===== src/rtl/conv_loop_sequencer.sv =====
`default_nettype none
// +--------------------------------------------------------------------------+
// | conv_loop_sequencer : z/y/fy/x loop controller for one conv layer with     |
// | double-buffered ifm/filter chunk prefetch.            Revision 1.0         |
// +--------------------------------------------------------------------------+
module conv_loop_sequencer #(
  parameter int FILTER_SIZE_X       = 3,
  parameter int OUTPUT_SIZE_X       = 4,
  parameter int CHANNEL_NUM         = 64,
  parameter int DIVIDED_CHANNEL_NUM = 32,
  parameter int WR_DAT_CYC_NUM      = 8,
  parameter int RD_DAT_CYC_NUM      = 32,
  parameter int OUTPUT_BUF_NUM      = 16,
  parameter int SRAM_IFM_NUM        = 64,
  parameter int SRAM_FILTER_NUM     = 16,
  parameter int FILTER_SIZE_MAX     = 16
) (
  input  logic                                 clk_i,
  input  logic                                 rst_ni,
  input  logic                                 start_i,
  input  logic                                 total_chunk_end_i,
  output logic                                 ifm_chunk_wr_valid_o,
  output logic [$clog2(WR_DAT_CYC_NUM)-1:0]    ifm_chunk_wr_count_o,
  output logic                                 ifm_chunk_wr_sel_o,
  output logic                                 ifm_chunk_rd_sel_o,
  output logic [$clog2(SRAM_IFM_NUM)-1:0]      ifm_sram_rd_count_o,
  output logic                                 filter_chunk_wr_valid_o,
  output logic [$clog2(WR_DAT_CYC_NUM)-1:0]    filter_chunk_wr_count_o,
  output logic                                 filter_chunk_wr_sel_o,
  output logic                                 filter_chunk_rd_sel_o,
  output logic [$clog2(SRAM_FILTER_NUM)-1:0]   filter_sram_rd_count_o,
  output logic                                 run_valid_o,
  output logic                                 total_chunk_start_o,
  output logic [$clog2(RD_DAT_CYC_NUM)-1:0]    rd_ifm_sparsemap_first_o,
  output logic [$clog2(RD_DAT_CYC_NUM)-1:0]    rd_ifm_sparsemap_next_o,
  output logic [$clog2(RD_DAT_CYC_NUM)-1:0]    rd_fil_sparsemap_first_o,
  output logic [$clog2(RD_DAT_CYC_NUM)-1:0]    rd_fil_sparsemap_last_o,
  output logic [$clog2(FILTER_SIZE_MAX)-1:0]   rd_fil_nonzero_dat_first_o,
  output logic [$clog2(OUTPUT_BUF_NUM)-1:0]    acc_buf_sel_o,
  output logic                                 busy_o,
  output logic                                 done_o
);

  localparam int FS    = FILTER_SIZE_X;
  localparam int OS    = OUTPUT_SIZE_X;
  localparam int Z_NUM = (CHANNEL_NUM + DIVIDED_CHANNEL_NUM - 1) / DIVIDED_CHANNEL_NUM;
  localparam int Y_NUM = FS + OS - 1;

  localparam int WCW = $clog2(WR_DAT_CYC_NUM);
  localparam int IFW = $clog2(SRAM_IFM_NUM);
  localparam int FLW = $clog2(SRAM_FILTER_NUM);
  localparam int RDW = $clog2(RD_DAT_CYC_NUM);
  localparam int NZW = $clog2(FILTER_SIZE_MAX);
  localparam int ACW = $clog2(OUTPUT_BUF_NUM);
  localparam int ZW  = (Z_NUM > 1) ? $clog2(Z_NUM) : 1;
  localparam int YW  = (Y_NUM > 1) ? $clog2(Y_NUM) : 1;
  localparam int FYW = (FS > 1) ? $clog2(FS) : 1;
  localparam int XW  = (OS > 1) ? $clog2(OS) : 1;

  typedef enum logic [2:0] {
    S_IDLE    = 3'd0,
    S_PRELOAD = 3'd1,
    S_SWAP    = 3'd2,
    S_ISSUE   = 3'd3,
    S_WAIT    = 3'd4,
    S_ROWWAIT = 3'd5,
    S_DONE    = 3'd6
  } state_e;

  // First/last filter row that contributes to ifm row y
  function automatic int fy_lo(input int y);
    return (y > OS - 1) ? (y - OS + 1) : 0;
  endfunction

  function automatic int fy_hi(input int y);
    return (y < FS - 1) ? y : (FS - 1);
  endfunction

  state_e           state_q, state_d;
  logic [ZW-1:0]    z_q, z_d;
  logic [YW-1:0]    y_q, y_d;
  logic [FYW-1:0]   fy_q, fy_d;
  logic [XW-1:0]    x_q, x_d;

  logic             ifm_wr_valid_q, ifm_wr_valid_d;
  logic [WCW-1:0]   ifm_wr_count_q, ifm_wr_count_d;
  logic [IFW-1:0]   ifm_sram_q, ifm_sram_d;
  logic             fil_wr_valid_q, fil_wr_valid_d;
  logic [WCW-1:0]   fil_wr_count_q, fil_wr_count_d;
  logic [FLW-1:0]   fil_sram_q, fil_sram_d;
  logic             ifm_rd_sel_q, ifm_rd_sel_d;
  logic             fil_rd_sel_q, fil_rd_sel_d;

  logic             run_valid_q, run_valid_d;
  logic [RDW-1:0]   ifm_first_q, ifm_first_d;
  logic [RDW-1:0]   ifm_next_q, ifm_next_d;
  logic [RDW-1:0]   fil_first_q, fil_first_d;
  logic [RDW-1:0]   fil_last_q, fil_last_d;
  logic [NZW-1:0]   nz_first_q, nz_first_d;
  logic [ACW-1:0]   acc_sel_q, acc_sel_d;

  logic             row_last, layer_last, last_zy, bursts_idle;
  logic             ifm_start, fil_start;
  logic [IFW-1:0]   ifm_src;
  logic [FLW-1:0]   fil_src;

  assign bursts_idle = !ifm_wr_valid_q && !fil_wr_valid_q;
  assign row_last    = (int'(x_q) == OS - 1) && (int'(fy_q) == fy_hi(int'(y_q)));
  assign last_zy     = (int'(y_q) == Y_NUM - 1) && (int'(z_q) == Z_NUM - 1);
  assign layer_last  = row_last && last_zy;

  // Loop nest and control FSM
  always_comb begin
    state_d = state_q;
    z_d     = z_q;
    y_d     = y_q;
    fy_d    = fy_q;
    x_d     = x_q;
    unique case (state_q)
      S_IDLE: begin
        if (start_i) begin
          state_d = S_PRELOAD;
          z_d     = '0;
          y_d     = '0;
          fy_d    = '0;
          x_d     = '0;
        end
      end
      S_PRELOAD: if (bursts_idle) state_d = S_SWAP;
      S_SWAP:    state_d = S_ISSUE;
      S_ISSUE:   state_d = S_WAIT;
      S_WAIT: begin
        if (total_chunk_end_i) begin
          if (layer_last) begin
            state_d = S_DONE;
            z_d     = '0;
            y_d     = '0;
            fy_d    = '0;
            x_d     = '0;
          end else if (row_last) begin
            state_d = S_ROWWAIT;
            x_d     = '0;
            if (int'(y_q) == Y_NUM - 1) begin
              y_d  = '0;
              fy_d = '0;
              z_d  = z_q + ZW'(1);
            end else begin
              y_d  = y_q + YW'(1);
              fy_d = FYW'(fy_lo(int'(y_q) + 1));
            end
          end else begin
            state_d = S_ISSUE;
            if (int'(x_q) == OS - 1) begin
              x_d  = '0;
              fy_d = fy_q + FYW'(1);
            end else begin
              x_d  = x_q + XW'(1);
            end
          end
        end
      end
      S_ROWWAIT: if (bursts_idle) state_d = S_SWAP;
      S_DONE:    state_d = S_IDLE;
      default:   state_d = S_IDLE;
    endcase
  end

  // Prefetch launches on the SWAP->ISSUE edge, after rd_sel has moved off the target buffer
  always_comb begin
    ifm_start = 1'b0;
    fil_start = 1'b0;
    ifm_src   = '0;
    fil_src   = '0;
    if (state_q == S_IDLE && start_i) begin
      ifm_start = 1'b1;
      fil_start = 1'b1;
    end else if (state_q == S_SWAP) begin
      ifm_start = !last_zy;
      ifm_src   = IFW'(int'(z_q) * Y_NUM + int'(y_q) + 1);
      fil_start = (y_q == '0) && (int'(z_q) < Z_NUM - 1);
      fil_src   = FLW'(int'(z_q) + 1);
    end
  end

  always_comb begin
    ifm_wr_valid_d = ifm_wr_valid_q;
    ifm_wr_count_d = ifm_wr_count_q;
    ifm_sram_d     = ifm_sram_q;
    if (ifm_start) begin
      ifm_wr_valid_d = 1'b1;
      ifm_wr_count_d = '0;
      ifm_sram_d     = ifm_src;
    end else if (ifm_wr_valid_q) begin
      if (int'(ifm_wr_count_q) == WR_DAT_CYC_NUM - 1) begin
        ifm_wr_valid_d = 1'b0;
        ifm_wr_count_d = '0;
      end else begin
        ifm_wr_count_d = ifm_wr_count_q + WCW'(1);
      end
    end
  end

  always_comb begin
    fil_wr_valid_d = fil_wr_valid_q;
    fil_wr_count_d = fil_wr_count_q;
    fil_sram_d     = fil_sram_q;
    if (fil_start) begin
      fil_wr_valid_d = 1'b1;
      fil_wr_count_d = '0;
      fil_sram_d     = fil_src;
    end else if (fil_wr_valid_q) begin
      if (int'(fil_wr_count_q) == WR_DAT_CYC_NUM - 1) begin
        fil_wr_valid_d = 1'b0;
        fil_wr_count_d = '0;
      end else begin
        fil_wr_count_d = fil_wr_count_q + WCW'(1);
      end
    end
  end

  // Filter buffer only flips when a new z begins (y wraps to 0), including the preload
  always_comb begin
    ifm_rd_sel_d = ifm_rd_sel_q ^ (state_q == S_SWAP);
    fil_rd_sel_d = fil_rd_sel_q ^ ((state_q == S_SWAP) && (y_q == '0));
    run_valid_d  = run_valid_q;
    if (state_d == S_ISSUE) begin
      run_valid_d = 1'b1;
    end else if (state_d == S_DONE || state_d == S_IDLE) begin
      run_valid_d = 1'b0;
    end
  end

  // Pass descriptors are captured from the loop indices of the pass about to issue
  always_comb begin
    ifm_first_d = ifm_first_q;
    ifm_next_d  = ifm_next_q;
    fil_first_d = fil_first_q;
    fil_last_d  = fil_last_q;
    nz_first_d  = nz_first_q;
    acc_sel_d   = acc_sel_q;
    if (state_d == S_ISSUE) begin
      ifm_first_d = RDW'(int'(x_d));
      ifm_next_d  = RDW'((int'(x_d) == OS - 1) ? 0 : int'(x_d) + 1);
      fil_first_d = RDW'(int'(fy_d) * FS);
      fil_last_d  = RDW'(int'(fy_d) * FS + FS - 1);
      nz_first_d  = NZW'(int'(fy_d));
      acc_sel_d   = ACW'((int'(y_d) - int'(fy_d)) * OS + int'(x_d));
    end
  end

  always_ff @(posedge clk_i or negedge rst_ni) begin
    if (!rst_ni) begin
      state_q        <= S_IDLE;
      z_q            <= '0;
      y_q            <= '0;
      fy_q           <= '0;
      x_q            <= '0;
      ifm_wr_valid_q <= 1'b0;
      ifm_wr_count_q <= '0;
      ifm_sram_q     <= '0;
      fil_wr_valid_q <= 1'b0;
      fil_wr_count_q <= '0;
      fil_sram_q     <= '0;
      ifm_rd_sel_q   <= 1'b0;
      fil_rd_sel_q   <= 1'b0;
      run_valid_q    <= 1'b0;
      ifm_first_q    <= '0;
      ifm_next_q     <= '0;
      fil_first_q    <= '0;
      fil_last_q     <= '0;
      nz_first_q     <= '0;
      acc_sel_q      <= '0;
    end else begin
      state_q        <= state_d;
      z_q            <= z_d;
      y_q            <= y_d;
      fy_q           <= fy_d;
      x_q            <= x_d;
      ifm_wr_valid_q <= ifm_wr_valid_d;
      ifm_wr_count_q <= ifm_wr_count_d;
      ifm_sram_q     <= ifm_sram_d;
      fil_wr_valid_q <= fil_wr_valid_d;
      fil_wr_count_q <= fil_wr_count_d;
      fil_sram_q     <= fil_sram_d;
      ifm_rd_sel_q   <= ifm_rd_sel_d;
      fil_rd_sel_q   <= fil_rd_sel_d;
      run_valid_q    <= run_valid_d;
      ifm_first_q    <= ifm_first_d;
      ifm_next_q     <= ifm_next_d;
      fil_first_q    <= fil_first_d;
      fil_last_q     <= fil_last_d;
      nz_first_q     <= nz_first_d;
      acc_sel_q      <= acc_sel_d;
    end
  end

  assign ifm_chunk_wr_valid_o       = ifm_wr_valid_q;
  assign ifm_chunk_wr_count_o       = ifm_wr_count_q;
  assign ifm_chunk_rd_sel_o         = ifm_rd_sel_q;
  assign ifm_chunk_wr_sel_o         = ~ifm_rd_sel_q;
  assign ifm_sram_rd_count_o        = ifm_sram_q;
  assign filter_chunk_wr_valid_o    = fil_wr_valid_q;
  assign filter_chunk_wr_count_o    = fil_wr_count_q;
  assign filter_chunk_rd_sel_o      = fil_rd_sel_q;
  assign filter_chunk_wr_sel_o      = ~fil_rd_sel_q;
  assign filter_sram_rd_count_o     = fil_sram_q;
  assign run_valid_o                = run_valid_q;
  assign total_chunk_start_o        = (state_q == S_ISSUE);
  assign rd_ifm_sparsemap_first_o   = ifm_first_q;
  assign rd_ifm_sparsemap_next_o    = ifm_next_q;
  assign rd_fil_sparsemap_first_o   = fil_first_q;
  assign rd_fil_sparsemap_last_o    = fil_last_q;
  assign rd_fil_nonzero_dat_first_o = nz_first_q;
  assign acc_buf_sel_o              = acc_sel_q;
  assign busy_o                     = (state_q != S_IDLE);
  assign done_o                     = (state_q == S_DONE);

endmodule
`default_nettype wire


===== config.mk =====
export PLATFORM = sky130hd
export DESIGN_NAME = conv_loop_sequencer
export DESIGN_NICKNAME = d
export VERILOG_FILES = /design/src/rtl/conv_loop_sequencer.sv
export SDC_FILE = /design/constraint.sdc
export NUM_CORES = 1
export LEC_CHECK = 0
export ABC_AREA = 1
export CAP_MARGIN = 40
export CORE_ASPECT_RATIO = 0.7
export CORE_MARGIN = 2
export CORE_UTILIZATION = 46
export DETAILED_ROUTE_END_ITERATION = 16
export GPL_ROUTABILITY_DRIVEN = 0
export GPL_TIMING_DRIVEN = 0
export PLACE_DENSITY = 0.75
export SYNTH_ARGS = -nofsm -noshare
export SYNTH_HDL_FRONTEND = slang
export SYNTH_SLANG_ARGS = --single-unit

===== constraint.sdc =====
create_clock -name clk_i -period 3.85 [get_ports clk_i]
set_clock_uncertainty 0.1 [all_clocks]
set_input_delay 0.5775 -clock clk_i [delete_from_list [all_inputs] [get_ports clk_i]]
set_output_delay 0.5775 -clock clk_i [all_outputs]
set_load 0.1 [all_outputs]

==> out/results.txt <==
Status: finished, final reports clean
Largest net degree at the start of global routing: 24
Critical Path Sink Type: flip-flop
Most common cell after layout, fill and taps aside: nand2_1
Yosys Warn Count: 0
Minimum clock period: 2840 ps
Clock transition at path regs: 80 ps
Port Buf Inserts: 44
Initial core utilization: 47.3%
Vias per inst: 4.73
Cts hold-fix bufs: 0
Final WS setup: 1010 ps
Setup TNS: 0 ps
Pre-antenna DRT Iters: 4
Max frequency: 0.352 GHz
CP required: 3940 ps
DIE AREA: 0.00593 mm²
Ys flop type: dfrtp_1
Critical path class: reg -> reg
Pleak: 1.93 nW
Arrival @ worst endpoint: 2930 ps
Max-Cap Viols: 0
Postcts setup bufs: 0
DP HPWL: 4.90 mm
Initial antenna violation count: 0
Worst-margin pin slew: 871 ps
Pre-CTS setup slack: 932 ps
Worst skew pair latency: 290 ps
DR DRC count: 0
Fin. max-slew vios: 0
Most frequent cells in the layout: nand2_1 (77), dfrtp_1 (43), clkdlybuf4s50_1 (43), buf_8 (41), inv_1 (37)
Maximum vdd drop: 0.411 mV
Die Y: 65.0 µm
H-Tree Level Count: 2
Worst Path Max Fanout: 8
Synthesized instance count: 293
GRT overflow: 0
Die X: 91.2 µm
Worst hold margin: 151 ps
Clock Sinks: 43
Max Root-Sink Buffers: 2
I/O Pins: 58
CTS tree: done
Vias after detailed routing: 2223
Post_cts resized: 0
Cell variety after synth: 33
First-pass GRT wire length: 10.6 mm
CORE AREA: 0.00517 mm²
# diodes: 0
Total CTS buffers: 5
Critical Path Start Type: flip-flop
GRT Util Overall: 22.7%
Post-DR wirelength/cell: 13.3 µm
Nets: 420
Clk root buf: clkbuf_8
Final worst path period share: 73.7%
Post-synth ARST share: 100%
Hold WC Path Type: in -> async
Starting DRT DRC Count: 203
Synth Cell Area: 0.00245 mm²
Mean Syn Cell Area: 8.36 µm²
RSZ-0062 raised after global routing: false
Share of post-route cells with drive strength above 1: 21.1%
Slew HR: 41.3%
EDFF count, synth: 0
Register area share after synthesis: 43.9%
Area grow syn2layout: 53.8%
Total Wirelength: 6.24 mm
Count of state elements after synthesis: 43
Pwr Density: 889 mW/mm²
Post-DRT Antenna Nets: 0
FP Rows: 22
Vias in the first global route: 2311
Final Hold Viols: 0
Final setup fails: 0
[flip-flops by register name, indices dropped and copies added, names as in the netlist, 3 cells and up]
register / flops
rd_fil_sparsemap_last_o: 5
ifm_chunk_wr_count_o: 3
state_q: 3
acc_buf_sel_o: 4
filter_chunk_wr_count_o: 3
ifm_sram_rd_count_o: 4
rd_fil_sparsemap_first_o: 3
y_q: 3
[kinds of logic after synthesis]
family          share of synthesized area, %
compound gates                          7.46
xor+xnor                                2.15
fa+ha+maj                               9.50
buf+inv                                 12.8
flops                                   43.9
other cells                            0.153
simple gates                            24.0
[synthesized netlist by cell type (2+ instances only)]
cell	instances	area (µm²)
inv_1	37	139
o21ai_0	14	70.1
dfrtp_1	43	1080
nand2_1	77	289
ha_1	17	213
a22o_1	2	17.5
buf_4	18	135
o21ai_2	2	17.5
a21oi_1	7	35.0
nand2_2	5	31.3
nor2_2	2	12.5
nor3_1	3	15.0
xor2_1	4	35.0
nand3_1	20	100
nor2_4	2	22.5
nor2_1	22	82.6
xnor2_1	2	17.5
[final cells by class]
| class | count | area [µm²] |
|---|---|---|
| fill | 388 | 1410 |
| clock inverter | 1 | 30.0 |
| tap | 72 | 90.1 |
| inverter | 38 | 143 |
| sequential | 43 | 1080 |
| buffer | 21 | 171 |
| timing repair buffer | 86 | 1080 |
| multi-input combinational | 203 | 1100 |
| clock buffer | 6 | 72.6 |
[worst paths after layout]
kind / end / depth (start not counted) / slack, ps / start
max in group asynchronous: acc_buf_sel_o[1] / 2 / 3010 / rst_ni
hold reg to reg: rd_fil_sparsemap_last_o[3] / 2 / 390 / rd_fil_sparsemap_last_o[3]
setup reg to reg: rd_fil_sparsemap_last_o[3] / 13 / 1010 / y_q[1]
hold / removal: ifm_sram_rd_count_o[2] / 1 / 150 / rst_ni
setup / recovery: rd_fil_sparsemap_last_o[3] / 13 / 1010 / y_q[1]
min in group clk_i: rd_fil_sparsemap_last_o[3] / 2 / 390 / rd_fil_sparsemap_last_o[3]
[critical path, stage by stage, from the launching register on]
cell      delay [ps]
dfrtp_1          540
inv_1            160
ha_1             200
nand2_1          180
nor2_1           110
nand3b_1         170
nand2_1           80
o211ai_1          70
o21ai_0          340
inv_1            110
ha_1             250
ha_1             280
nand2_1           80
nand2_1           50
[per-layer routing]
metal  GRT usage (%)  share of wire (%)  vias to the layer above
li1                -                  -                     1099
met1            27.2                 44                     1049
met2            40.9                 50                       60
met3            3.84                3.9                       15
met4            9.47                2.1                        0
met5               0                  0                        -
[stage by stage]
step	utilization, %	std cells	total power (W)	area (µm²)
finish	72.8	470	0.00335	3760
global route	72.8	470	0.00351	3760
CTS	72.8	470	0.00336	3760
detailed placement	70.8	463	0.00301	3660
global placement	58.4	421	0.00251	3020
floorplan	-	305	0.00215	2490
[report_power, final]
group | internal (W) | total, W | switching (W)
combinational | 0.000782 | 0.00230 | 0.00152
clock | 0.000190 | 0.000338 | 0.000148
sequential | 0.000584 | 0.000710 | 0.000126
No activity file was read; power rests on OpenSTA's default activity.
